`src/rtl/jacaranda_pkg.sv`:
```
// Shared definitions for the jacaranda-8 core: opcodes, iret encoding,
// fetch FSM states and the default PC width.
package jacaranda_pkg;

    localparam int PC_W_DEF = 8;

    localparam logic [3:0] OP_MOV = 4'b0000;
    localparam logic [3:0] OP_ADD = 4'b0001;
    localparam logic [3:0] OP_SUB = 4'b0010;
    localparam logic [3:0] OP_AND = 4'b0011;
    localparam logic [3:0] OP_OR  = 4'b0100;
    localparam logic [3:0] OP_XOR = 4'b0101;
    localparam logic [3:0] OP_CMP = 4'b0110;
    localparam logic [3:0] OP_LDI = 4'b0111;
    localparam logic [3:0] OP_LD  = 4'b1000;
    localparam logic [3:0] OP_ST  = 4'b1001;
    localparam logic [3:0] OP_JE  = 4'b1010;
    localparam logic [3:0] OP_JMP = 4'b1011;

    // rd_a field value that turns a control-class opcode into iret
    localparam logic [1:0] RD_IRET = 2'b01;

    typedef enum logic [0:0] {
        ST_FETCH = 1'b0,
        ST_ISSUE = 1'b1
    } fetch_state_e;

endpackage

```
`src/rtl/fetch_unit.sv`:
```
// Instruction fetch / PC stage: req/ack fetch from instruction memory, one-cycle
// issue to the decoder, next-PC selection and interrupt entry/return.
module fetch_unit
    import jacaranda_pkg::*;
#(
    parameter int              PC_W     = PC_W_DEF,
    parameter logic [PC_W-1:0] RESET_PC = '0
) (
    input  logic            clock,
    input  logic            reset,
    output logic            imem_req,
    output logic [PC_W-1:0] imem_addr,
    input  logic            imem_ack,
    input  logic [7:0]      imem_rdata,
    output logic            instr_valid,
    output logic [3:0]      opcode,
    output logic [1:0]      rd_a,
    output logic [1:0]      rs_a,
    output logic [PC_W-1:0] pc,
    input  logic            jmp_en,
    input  logic            je_en,
    input  logic            ret,
    input  logic            flag,
    input  logic [7:0]      rs_data,
    input  logic            int_req,
    input  logic [PC_W-1:0] int_vec,
    output logic            int_ack,
    output logic            int_en
);

    fetch_state_e    state_q, state_d;
    logic [PC_W-1:0] pc_q, pc_d;
    logic [PC_W-1:0] epc_q, epc_d;
    logic [7:0]      instr_q;
    logic            int_en_q, int_en_d;
    logic            take_int;
    logic [PC_W-1:0] seq_pc;

    // Return takes precedence over both jump kinds; jmp_en beats je_en.
    function automatic logic [PC_W-1:0] next_pc(
        input logic            f_ret,
        input logic            f_jmp,
        input logic            f_je,
        input logic            f_flag,
        input logic [PC_W-1:0] f_epc,
        input logic [PC_W-1:0] f_pc,
        input logic [7:0]      f_tgt
    );
        if (f_ret)
            return f_epc;
        else if (f_jmp || (f_je && f_flag))
            return PC_W'(f_tgt);
        else
            return f_pc + 1'b1;
    endfunction

    always_ff @(posedge clock) begin
        if (reset)
            state_q <= ST_FETCH;
        else
            state_q <= state_d;
    end

    always_comb begin
        state_d = state_q;
        case (state_q)
            ST_FETCH: if (imem_ack) state_d = ST_ISSUE;
            ST_ISSUE: state_d = ST_FETCH;
            default:  state_d = ST_FETCH;
        endcase
    end

    // Strobes are gated by reset so nothing leaks out during the reset cycle.
    always_comb begin
        imem_req    = !reset && (state_q == ST_FETCH);
        instr_valid = !reset && (state_q == ST_ISSUE);
        int_ack     = instr_valid && take_int;
    end

    assign take_int = int_req && int_en_q && !ret;
    assign seq_pc   = next_pc(ret, jmp_en, je_en, flag, epc_q, pc_q, rs_data);

    always_comb begin
        pc_d     = pc_q;
        epc_d    = epc_q;
        int_en_d = int_en_q;
        if (state_q == ST_ISSUE) begin
            pc_d = seq_pc;
            if (ret)
                int_en_d = 1'b1;
            if (take_int) begin
                epc_d    = seq_pc;
                pc_d     = int_vec;
                int_en_d = 1'b0;
            end
        end
    end

    always_ff @(posedge clock) begin
        if (reset) begin
            pc_q     <= RESET_PC;
            epc_q    <= '0;
            instr_q  <= 8'h00;
            int_en_q <= 1'b1;
        end else begin
            pc_q     <= pc_d;
            epc_q    <= epc_d;
            int_en_q <= int_en_d;
            if (state_q == ST_FETCH && imem_ack)
                instr_q <= imem_rdata;
        end
    end

    assign imem_addr = pc_q;
    assign pc        = pc_q;
    assign opcode    = instr_q[7:4];
    assign rd_a      = instr_q[3:2];
    assign rs_a      = instr_q[1:0];
    assign int_en    = int_en_q;

endmodule

```
`config.mk`:
```
export PLATFORM = sky130hd
export DESIGN_NAME = fetch_unit
export DESIGN_NICKNAME = d
export VERILOG_FILES = /design/src/rtl/jacaranda_pkg.sv /design/src/rtl/fetch_unit.sv
export SDC_FILE = /design/constraint.sdc
export NUM_CORES = 1
export LEC_CHECK = 0
export ABC_AREA = 1
export BUFFER_PORTS_ARGS = -buffer_cell sky130_fd_sc_hd__buf_2
export CORE_MARGIN = 2
export CORE_UTILIZATION = 40
export CTS_CLUSTER_DIAMETER = 50
export DETAILED_ROUTE_END_ITERATION = 6
export PLACE_DENSITY = 0.69
export SLEW_MARGIN = 20
export SYNTH_ARGS = -nofsm -noshare
export SYNTH_HDL_FRONTEND = slang
export SYNTH_SLANG_ARGS = --single-unit
```
`constraint.sdc`:
```
create_clock -name clock -period 2.63 [get_ports clock]
set_input_delay 0.526 -clock clock [delete_from_list [all_inputs] [get_ports clock]]
set_output_delay 0.526 -clock clock [all_outputs]
set_load 0.05 [all_outputs]
```
Word level (Yosys, flattened, before mapping). Cells that the tools add are included.

Add/sub/neg operators: 1. Reduce and logical (&&, ||, !) cells: 13. Bitwise logic cells: 1. Multiplexer cells: 7.

Operators by type and width (count): 2-to-1 mux 8 bit (3); adder 8 x 1 -> 8 bit (second input constant) (1); logical AND 1 bit (7); AND reduction 2 bit (2); 2-to-1 mux 1 bit (3); logical NOT 1 bit (2); one-hot mux 1 bit (2 select lines) (1); nonzero test 2 bit (1); logical OR 1 bit (1); NOT 1 bit (1).

Output and inout bits: 28. Bits in registers: 26. Logic and storage cells: 27. Bits of input ports: 32.

Logic depth before layout (Yosys ltp). Gate-level depths: netlist of run 1.

Depth in word-level cells: 5. Depth in mapped cells: 10. Gate-level depth less buffers: 9.

Worst setup path after synthesis of run 1. OpenSTA, ideal clock, no wires.

Path type: register -> output. Start: reg int_en_q (netlist: int_en). End: out int_ack. Data required time: 2104 ps. Slack: 907 ps. Data arrival time: 1197 ps. Cell stages (with the launch flop): 5. Cell sequence: dfxtp_1 > nand3_4 > inv_2 > nand2_4 > inv_4.

Longest elaborated chain between the ends: 3.

RTL lines: start, declared (RTL line fetch_unit.sv:35) `logic int_en_q, int_en_d;`; start signal, assigned (RTL line fetch_unit.sv:108) `int_en_q <= int_en_d;`; logical AND 1 bit (2 in a row) (RTL line fetch_unit.sv:80) `assign take_int = int_req && int_en_q && !ret;`; logical AND 1 bit (RTL line fetch_unit.sv:77) `int_ack = instr_valid && take_int;`; end, declared (RTL line fetch_unit.sv:27) `output logic int_ack,`.

Every way passes these cells.

Worst setup path after layout of run 1.
Start: in ret. End: out int_ack.

Longest elaborated chain between the ends: 3.

RTL lines: start, declared (RTL line fetch_unit.sv:22) `input logic ret,`; logical NOT 1 bit (RTL line fetch_unit.sv:80); logical AND 1 bit (RTL line fetch_unit.sv:80); logical AND 1 bit (RTL line fetch_unit.sv:77).

Every way passes these cells.

==> results of run 1 <==
final cells by class:
cell class	instances	area, um^2
fill	369	1630
multi-input combinational	151	731
sequential	26	520
timing repair buffer	59	295
inverter	25	98.8
tap	46	57.6
clock inverter	1	30.0
clock buffer	3	22.5
registers in the layout, summed over array words and instances, names as in the netlist:
signal and count:
instr_q 8, epc_q 8, imem_addr 8, int_en 1
state_q 1
how the worst max path moves through the flow:
stage | end | slack (ns)
floorplan | int_ack | 0.91
global placement | int_ack | 0.61
detailed placement | int_ack | 0.60
CTS | int_ack | 0.59
global route | int_ack | 0.52
finish | int_ack | 0.60
cells by family after synthesis:
| logic type | share of synthesized area, % |
|---|---|
| buf+inv | 12.8 |
| xor+xnor | 0.610 |
| compound gates | 14.6 |
| fa+ha+maj | 0.872 |
| flops | 36.3 |
| simple gates | 34.8 |
power groups by stage:
stage               logic [mW]  clock network, mW  registers, mW
floorplan                0.123                  0          0.496
global placement         0.232                  0          0.442
detailed placement       0.233                  0          0.442
CTS                      0.234              0.289          0.434
global route             0.253              0.298          0.437
finish                   0.232              0.277          0.434
stage by stage:
step | utilization, % | power, mW | hold WS (ns)
final | 51.8 | 0.944 | 0.437
after global routing | 51.8 | 0.988 | 0.436
after CTS | 51.8 | 0.956 | 0.422
after detailed placement | 50.2 | 0.675 | 0.472
after global placement | 50.2 | 0.674 | 0.468
after floorplan | - | 0.619 | 0.494
layer usage:
| metal | up-vias | global-route usage [%] |
|---|---|---|
| met5 | - | 0 |
| met4 | 0 | 3.26 |
| met3 | 2 | 4.75 |
| met2 | 56 | 28.8 |
| met1 | 639 | 21.5 |
| li1 | 774 | - |
worst min-delay path: stages:
cell and delay (ns):
buf_2 0.07, o21ai_0 0.07, nor2_1 0.07
placed cells by master (no fill, tap or decap):
master and n:
nand3_4 1, inv_2 6, o211ai_1 1, o21ai_1 3, o21bai_1 4, buf_2 59
or2_2 2, nand3_1 15, xnor2_1 1, inv_1 17, a21o_1 1, nor2_1 23
bufinv_16 1, nand2_2 2, nor2_8 1, nand2_4 1, ha_1 1, a21oi_1 8
nand2_1 61, nor2_4 2, dfxtp_1 26, clkbuf_4 3, nor2_2 2, inv_4 2
o21ai_0 22
==> flow_summary.html, run 1 <==
<table>
<tr><th>Metric</th><th>Value</th></tr>
<tr><th colspan="2">Critical path</th></tr>
<tr><td>Data arrival time of the worst path</td><td>between 1.5 and 2 ns</td></tr>
<tr><td>Critical path required time</td><td>about 2.1 ns</td></tr>
<tr><td>Cell-by-cell listing of the critical path</td><td>buf_2 &gt; inv_2 &gt; nand3_4 &gt; inv_2 &gt; nand2_4 &gt; inv_4 &gt; buf_2</td></tr>
<tr><td>CP max stage delay</td><td>0.26 ns</td></tr>
<tr><td>Startpoint of the most critical register-to-register path</td><td>imem_addr[1]</td></tr>
<tr><td>FF-to-FF setup slack</td><td>between 1 and 1.5 ns</td></tr>
<tr><td>Top cell family by delay on the critical path</td><td>buffers and inverters</td></tr>
<tr><td>Number of buffers and inverters on the critical path</td><td>5</td></tr>
<tr><td>End of the worst register-to-register path</td><td>epc_q[6]</td></tr>
<tr><td>CP max-delay cell</td><td>buf_2</td></tr>
<tr><td>Crit. Startpoint</td><td>ret</td></tr>
<tr><td>Critical Path End Type</td><td>output port</td></tr>
<tr><td>Worst path depth</td><td>7</td></tr>
<tr><td>Critical path class</td><td>in2out</td></tr>
<tr><td>Type of element launching the critical path</td><td>input pin</td></tr>
<tr><td>Worst reg-to-reg path cell count</td><td>8</td></tr>
<tr><td>Critical path fanouts, max</td><td>11</td></tr>
<tr><th colspan="2">Clock tree</th></tr>
<tr><td>TritonCTS Sinks</td><td>26</td></tr>
<tr><td>Number of buffers inserted during clock tree synthesis</td><td>3</td></tr>
<tr><td>Setup Buffers After CTS</td><td>0</td></tr>
<tr><td>Clock-pin slew reported for the worst setup and hold paths after clock tree synthesis</td><td>between 0.1 and 0.15 ns</td></tr>
<tr><td>Post-CTS Resized</td><td>0</td></tr>
<tr><td>Largest buffer count on any clock path</td><td>2</td></tr>
<tr><td>H-Tree Level Count</td><td>1</td></tr>
<tr><td>Clock Tree Root</td><td>clkbuf_4</td></tr>
<tr><td>Total of hold buffers inserted after clock tree synthesis</td><td>0</td></tr>
<tr><td>TritonCTS clock tree</td><td>built</td></tr>
<tr><td>Insertion delay of the later-clocked pin in the worst-skew pair</td><td>around 0.33 ns</td></tr>
<tr><th colspan="2">Timing</th></tr>
<tr><td>Setup ws final</td><td>0.597 ns</td></tr>
<tr><td>Peak clock frequency supported by timing</td><td>~490 MHz</td></tr>
<tr><td>Period utilization</td><td>between 70% and 80%</td></tr>
<tr><td>Setup violations, final</td><td>0</td></tr>
<tr><td>Endpoints failing hold</td><td>0</td></tr>
<tr><td>Unrepaired setup endpoints after global routing</td><td>false</td></tr>
<tr><td>Final critical path time including I/O delays and setup</td><td>2.03 ns</td></tr>
<tr><td>Final Skew</td><td>approximately 0.01 ns</td></tr>
<tr><td>Setup_tns</td><td>0 ns</td></tr>
<tr><td>Slew at the pin closest to its max-slew limit</td><td>between 0.4 and 0.5 ns</td></tr>
<tr><td>Slew HR</td><td>69.7%</td></tr>
<tr><td>Max Transition Viols Final</td><td>0</td></tr>
<tr><th colspan="2">Worst hold path</th></tr>
<tr><td>Hold depth</td><td>3</td></tr>
<tr><td>Hold WC Path Type</td><td>in2reg</td></tr>
<tr><td>Hold path startpoint</td><td>imem_rdata[0]</td></tr>
<tr><td>Hold Crit Endpoint</td><td>instr_q[0]</td></tr>
<tr><th colspan="2">Pwr</th></tr>
<tr><td>Share of total power in sequential cells</td><td>a little under half</td></tr>
<tr><td>Clock network fraction of design power</td><td>29.4%</td></tr>
<tr><td>Ratio of total power to cell area</td><td>538 nW/um^2</td></tr>
<tr><td>Fraction of power consumed by combinational cells</td><td>between 20% and 30%</td></tr>
<tr><td>Cell internal pwr</td><td>roughly 0.63 mW</td></tr>
<tr><td>Max VDD drop</td><td>just over 0.0004 V</td></tr>
<tr><td>Reported leakage power</td><td>approximately 0.94 nW</td></tr>
<tr><td>Net Sw Power</td><td>0.309 mW</td></tr>
<tr><td>Switching share of power</td><td>about 33%</td></tr>
<tr><th colspan="2">Drt</th></tr>
<tr><td>Antenna-violating nets left</td><td>0</td></tr>
<tr><td>Average wire per standard cell</td><td>about 11 um</td></tr>
<tr><td>DRC</td><td>0</td></tr>
<tr><td>Vias per cell</td><td>4.73</td></tr>
<tr><td>Met3 WL post-DR</td><td>about 270 um</td></tr>
<tr><td>Routed length on met2</td><td>approximately 1500 um</td></tr>
<tr><td>Vias post-DR</td><td>approximately 1500</td></tr>
<tr><td>Highest metal used</td><td>met4</td></tr>
<tr><td>First-pass iteration count of the detailed router</td><td>4</td></tr>
<tr><td>Metal-1 WL</td><td>~1600 um</td></tr>
<tr><td>DRC marker count from the first detailed-route iteration</td><td>67</td></tr>
<tr><td>Final routed wirelength across all metal layers</td><td>about 3400 um</td></tr>
<tr><th colspan="2">Final layout</th></tr>
<tr><td>Antenna diode count</td><td>0</td></tr>
<tr><td>Final Cell Area</td><td>~1800 um^2</td></tr>
<tr><td>Filler-free cell count of the finished design</td><td>311</td></tr>
<tr><td>Layout net count</td><td>about 300</td></tr>
<tr><td>Share of cells above drive strength 1</td><td>a little over 30%</td></tr>
<tr><td>Area growth from synthesis to layout</td><td>22.3%</td></tr>
<tr><th colspan="2">Synth</th></tr>
<tr><td>Distinct cell type count of the synthesized netlist</td><td>25</td></tr>
<tr><td>Dominant cell type by area after synthesis</td><td>dfxtp_1</td></tr>
<tr><td>Leading cell types by total area after synthesis</td><td>dfxtp_1, nand2_1, o21ai_0</td></tr>
<tr><td>Synth Instances</td><td>214</td></tr>
<tr><td>Average instance area after synthesis</td><td>6.71 um^2</td></tr>
<tr><td>Net count after synthesis</td><td>247</td></tr>
<tr><td>Most frequent cells after synthesis</td><td>nand2_1, dfxtp_1, nor2_1</td></tr>
<tr><td>Area of the mapped netlist</td><td>1440 um^2</td></tr>
<tr><td>Count of flip-flops with a built-in enable after synthesis</td><td>0</td></tr>
<tr><td>Sequential share of the synthesized area</td><td>36.3%</td></tr>
<tr><td>Syn. warnings</td><td>0</td></tr>
<tr><td>Fraction of synthesized cell area taken by the top area cell type</td><td>a little over a third</td></tr>
<tr><td>Leading cell type by number of instances after synthesis</td><td>nand2_1</td></tr>
<tr><td>Main flop type after synthesis</td><td>dfxtp_1</td></tr>
<tr><td>Synth Register Bits</td><td>26</td></tr>
<tr><td>FFs w/ async S/R, synth</td><td>0%</td></tr>
<tr><th colspan="2">Floorplanning</th></tr>
<tr><td>Core region area</td><td>3390 um^2</td></tr>
<tr><td>Standard-cell rows</td><td>21</td></tr>
<tr><td>Effective utilization at floorplan</td><td>~42%</td></tr>
<tr><td>Die Ht</td><td>63.9 um</td></tr>
<tr><td>Boundary Pins</td><td>60</td></tr>
<tr><td>Horizontal die dimension</td><td>approximately 64 um</td></tr>
<tr><td>Die footprint</td><td>just over 4000 um^2</td></tr>
<tr><th colspan="2">Run status</th></tr>
<tr><td>Run status</td><td>completed</td></tr>
<tr><th colspan="2">Global route</th></tr>
<tr><td>Initial antenna violation count</td><td>0</td></tr>
<tr><td>Number of global-route vias before repair</td><td>roughly 1300</td></tr>
<tr><td>Global-route total usage across every layer</td><td>17.0%</td></tr>
<tr><td>Pin count of the biggest net entering global routing</td><td>18</td></tr>
<tr><td>Leftover overflow at the end of global routing</td><td>0</td></tr>
<tr><td>Wire length of the first global-routing pass</td><td>between 5000 and 6000 um</td></tr>
<tr><th colspan="2">Job</th></tr>
<tr><td>Total of max-cap violations</td><td>0</td></tr>
<tr><th colspan="2">Placement</th></tr>
<tr><td>Dpl ws</td><td>about 0.6 ns</td></tr>
<tr><td>Cell area reported after detailed placement</td><td>between 1500 and 2000 um^2</td></tr>
<tr><td>Placer Congestion</td><td>0.836</td></tr>
<tr><td>DP Wirelength</td><td>roughly 2600 um</td></tr>
<tr><td># placed instances</td><td>307</td></tr>
<tr><td># port buffers</td><td>a little under 60</td></tr>
</table>
(Power assumes the default switching activity.)
==> run 2: changes to the inputs <==
==> constraint.sdc (replaced) <==
create_clock -name clock -period 1.99 [get_ports clock]
set_input_delay 0.398 -clock clock [delete_from_list [all_inputs] [get_ports clock]]
set_output_delay 0.398 -clock clock [all_outputs]
set_load 0.05 [all_outputs]
==> flow_summary.html, run 2 (same netlist as run 1, synthesis figures left out) <==
<table>
<tr><th>Metric</th><th>Value</th></tr>
<tr><th colspan="2">Run status</th></tr>
<tr><td>Run status</td><td>completed</td></tr>
<tr><th colspan="2">Global route</th></tr>
<tr><td>Layer with the highest usage after global routing</td><td>met2</td></tr>
<tr><td>Wire length of the first global-routing pass</td><td>5780 um (+2.8%)</td></tr>
<tr><td>Pin count of the biggest net entering global routing</td><td>18 (unchanged)</td></tr>
<tr><td>Met3 usage in global routing</td><td>3.17% (-1.6 points)</td></tr>
<tr><td>Number of global-route vias before repair</td><td>1318 (+2.5%)</td></tr>
<tr><td>Met2 Resource Use GR</td><td>28.3% (-0.52 points)</td></tr>
<tr><td>Initial antenna violation count</td><td>0 (unchanged)</td></tr>
<tr><td>Global-route total usage across every layer</td><td>17.5% (+0.56 points)</td></tr>
<tr><td>Leftover overflow at the end of global routing</td><td>0 (unchanged)</td></tr>
<tr><td>Met1 Track Usage GR</td><td>23.9% (+2.4 points)</td></tr>
<tr><th colspan="2">Final layout</th></tr>
<tr><td>Antenna diode count</td><td>0 (unchanged)</td></tr>
<tr><td>Most frequent standard cell in the layout excluding fill and tap cells</td><td>nand2_1</td></tr>
<tr><td>Share of cells above drive strength 1</td><td>31.2% (+0.26 points)</td></tr>
<tr><td>Area growth from synthesis to layout</td><td>21.7%</td></tr>
<tr><td>Filler-free cell count of the finished design</td><td>312 (+0.32%)</td></tr>
<tr><td>Register cell area after layout</td><td>520 um^2 (unchanged)</td></tr>
<tr><td>Multi-input combinational cell area</td><td>731 um^2 (unchanged)</td></tr>
<tr><td>Layout net count</td><td>300 (+0.33%)</td></tr>
<tr><td>Most frequent cells in the layout</td><td>nand2_1, buf_2, dfxtp_1</td></tr>
<tr><td>Layout filler cell count</td><td>377 (+2.2%)</td></tr>
<tr><th colspan="2">Placement</th></tr>
<tr><td>DP Wirelength</td><td>2610 um (about the same)</td></tr>
<tr><td># placed instances</td><td>308 (+0.33%)</td></tr>
<tr><td>Placer Congestion</td><td>0.814 (-2.6%)</td></tr>
<tr><td># port buffers</td><td>59 (unchanged)</td></tr>
<tr><th colspan="2">Pwr</th></tr>
<tr><td>Switching share of power</td><td>35.6% (+2.8 points)</td></tr>
<tr><td>Fraction of power consumed by combinational cells</td><td>26.7% (+2.1 points)</td></tr>
<tr><td>Share of total power in sequential cells</td><td>49.2% (+3.2 points)</td></tr>
<tr><td>Clock network fraction of design power</td><td>24.1% (-5.3 points)</td></tr>
<tr><td>Net Sw Power</td><td>0.413 mW (+34%)</td></tr>
<tr><td>Reported leakage power</td><td>0.941 nW (-0.23%)</td></tr>
<tr><td>Ratio of total power to cell area</td><td>665 nW/um^2 (+24%)</td></tr>
<tr><td>Max VDD drop</td><td>0.000295 V (-29%)</td></tr>
<tr><td>Cell internal pwr</td><td>0.749 mW (+18%)</td></tr>
<tr><th colspan="2">Floorplanning</th></tr>
<tr><td>Boundary Pins</td><td>60 (unchanged)</td></tr>
<tr><td>Effective utilization at floorplan</td><td>42.3% (unchanged)</td></tr>
<tr><td>Die Ht</td><td>63.9 um (unchanged)</td></tr>
<tr><td>Die footprint</td><td>4080 um^2 (unchanged)</td></tr>
<tr><td>Horizontal die dimension</td><td>63.9 um (unchanged)</td></tr>
<tr><td>Standard-cell rows</td><td>21 (unchanged)</td></tr>
<tr><td>Core region area</td><td>3390 um^2 (unchanged)</td></tr>
<tr><th colspan="2">Timing</th></tr>
<tr><td>Slew at the pin closest to its max-slew limit</td><td>0.452 ns (-0.00201 ns)</td></tr>
<tr><td>Setup_tns</td><td>0 ns (unchanged)</td></tr>
<tr><td>Unrepaired setup endpoints after global routing</td><td>false</td></tr>
<tr><td>Slew HR</td><td>69.8% (+0.13 points)</td></tr>
<tr><td>Max Transition Viols Final</td><td>0 (unchanged)</td></tr>
<tr><td>Period utilization</td><td>91.2%</td></tr>
<tr><td>Peak clock frequency supported by timing</td><td>between 500 and 600 MHz</td></tr>
<tr><td>Final critical path time including I/O delays and setup</td><td>around 1.8 ns</td></tr>
<tr><td>Setup violations, final</td><td>0 (unchanged)</td></tr>
<tr><td>Final Skew</td><td>0.00480 ns (-0.00520 ns)</td></tr>
<tr><td>Endpoints failing hold</td><td>0 (unchanged)</td></tr>
<tr><th colspan="2">Clock tree</th></tr>
<tr><td>TritonCTS Sinks</td><td>26 (unchanged)</td></tr>
<tr><td>H-Tree Level Count</td><td>1 (unchanged)</td></tr>
<tr><td>Total of hold buffers inserted after clock tree synthesis</td><td>0 (unchanged)</td></tr>
<tr><td>Clock Tree Root</td><td>clkbuf_4</td></tr>
<tr><td>Number of buffers inserted during clock tree synthesis</td><td>3 (unchanged)</td></tr>
<tr><td>TritonCTS clock tree</td><td>built</td></tr>
<tr><td>Largest buffer count on any clock path</td><td>2 (unchanged)</td></tr>
<tr><td>Setup Buffers After CTS</td><td>0 (unchanged)</td></tr>
<tr><td>Clock-pin slew reported for the worst setup and hold paths after clock tree synthesis</td><td>0.15 ns (about the same)</td></tr>
<tr><td>Post-CTS Resized</td><td>0 (unchanged)</td></tr>
<tr><td>Insertion delay of the later-clocked pin in the worst-skew pair</td><td>0.33 ns (about the same)</td></tr>
<tr><th colspan="2">Critical path</th></tr>
<tr><td>Type of element launching the critical path</td><td>flip-flop</td></tr>
<tr><td>Startpoint of the most critical register-to-register path</td><td>imem_addr[1]</td></tr>
<tr><td>Crit. Startpoint</td><td>state_q</td></tr>
<tr><td>End of the worst register-to-register path</td><td>epc_q[4]</td></tr>
<tr><td>Worst reg-to-reg path cell count</td><td>7 (-1)</td></tr>
<tr><td>Data arrival time of the worst path</td><td>1.42 ns (-0.09 ns)</td></tr>
<tr><td>Critical path class</td><td>reg2out</td></tr>
<tr><td>Critical path required time</td><td>1.59 ns (-0.51 ns)</td></tr>
<tr><td>Critical Path End Type</td><td>output port</td></tr>
<tr><td>Critical path fanouts, max</td><td>7 (-4)</td></tr>
<tr><td>FF-to-FF setup slack</td><td>0.55 ns (-0.64 ns)</td></tr>
<tr><th colspan="2">Worst hold path</th></tr>
<tr><td>Hold WC Path Type</td><td>in2reg</td></tr>
<tr><td>Hold depth</td><td>3 (unchanged)</td></tr>
<tr><td>Hold path startpoint</td><td>imem_rdata[0]</td></tr>
<tr><td>Hold Crit Endpoint</td><td>instr_q[0]</td></tr>
<tr><th colspan="2">Drt</th></tr>
<tr><td>Average wire per standard cell</td><td>10.8 um (+0.15%)</td></tr>
<tr><td>Final routed wirelength across all metal layers</td><td>3380 um (+0.48%)</td></tr>
<tr><td>DRC</td><td>0 (unchanged)</td></tr>
<tr><td>Antenna-violating nets left</td><td>0 (unchanged)</td></tr>
<tr><td>Vias post-DR</td><td>1457 (-0.95%)</td></tr>
<tr><td>First-pass iteration count of the detailed router</td><td>5 (+1)</td></tr>
<tr><td>DRC marker count from the first detailed-route iteration</td><td>75 (+12%)</td></tr>
<tr><td>Vias per cell</td><td>4.67 (-1.3%)</td></tr>
<tr><th colspan="2">Job</th></tr>
<tr><td>Total of max-cap violations</td><td>0 (unchanged)</td></tr>
</table>
-- run 2: cell types whose count changed in the layout (fill, tap and decap cells not counted) --
cell,previous run,this run
buf_4,0,1
bufinv_16,1,0
clkbuf_8,0,1
-- run 2: per-stage QoR --
stage / util (%) / hold slack [ns] / area (um^2) / setup WS, ns / total power [mW]
finish: 51.5 / 0.303 / 1750 / 0.174 / 1.16
floorplan: - / 0.470 / 1440 / 0.340 / 0.818
global route: 51.5 / 0.293 / 1750 / 0.0498 / 1.23
CTS: 51.5 / 0.293 / 1750 / 0.149 / 1.17
global placement: 50.5 / 0.467 / 1710 / 0.318 / 0.892
detailed placement: 50.5 / 0.476 / 1710 / 0.293 / 0.894
-- run 2: worst max-delay path, stage by stage (launching register included) --
cell and delay, ns:
dfxtp_1 0.40, inv_2 0.10, nor2_8 0.13, nand2_4 0.09, inv_4 0.09, buf_2 0.26
-- run 2: cell type report --
cell class / instances / area share, %
clock buffers: 4 / 2.08
repair buffers: 60 / 17.3
flip-flops and latches: 26 / 29.8
multi-input cells: 151 / 41.8
well taps: 46 / 3.30
inverters: 25 / 5.66
-- run 2: power groups by stage --
stage          logic, mW  clock network [mW]  registers, mW
6_report           0.310               0.280          0.572
4_1_cts            0.311               0.290          0.572
3_5_place_dp       0.311                   0          0.583
3_3_place_gp       0.309                   0          0.583
2_1_floorplan      0.162                   0          0.656
5_1_grt            0.337               0.314          0.577
-- run 2: metal layers --
| metal | up-vias | share of wire, % |
|---|---|---|
| li1 | 772 | - |
| met1 | 624 | 47 |
| met2 | 59 | 44 |
| met3 | 2 | 8.6 |
| met4 | 0 | 0.62 |
| met5 | - | 0 |
-- run 2: how the worst max path moves through the flow --
stage / end / slack, ns / depth (start not counted)
floorplan: epc_q[6] / 0.34 / 8
global placement: int_ack / 0.32 / 7
detailed placement: int_ack / 0.29 / 7
CTS: int_ack / 0.15 / 5
global route: int_ack / 0.05 / 5
finish: int_ack / 0.17 / 5
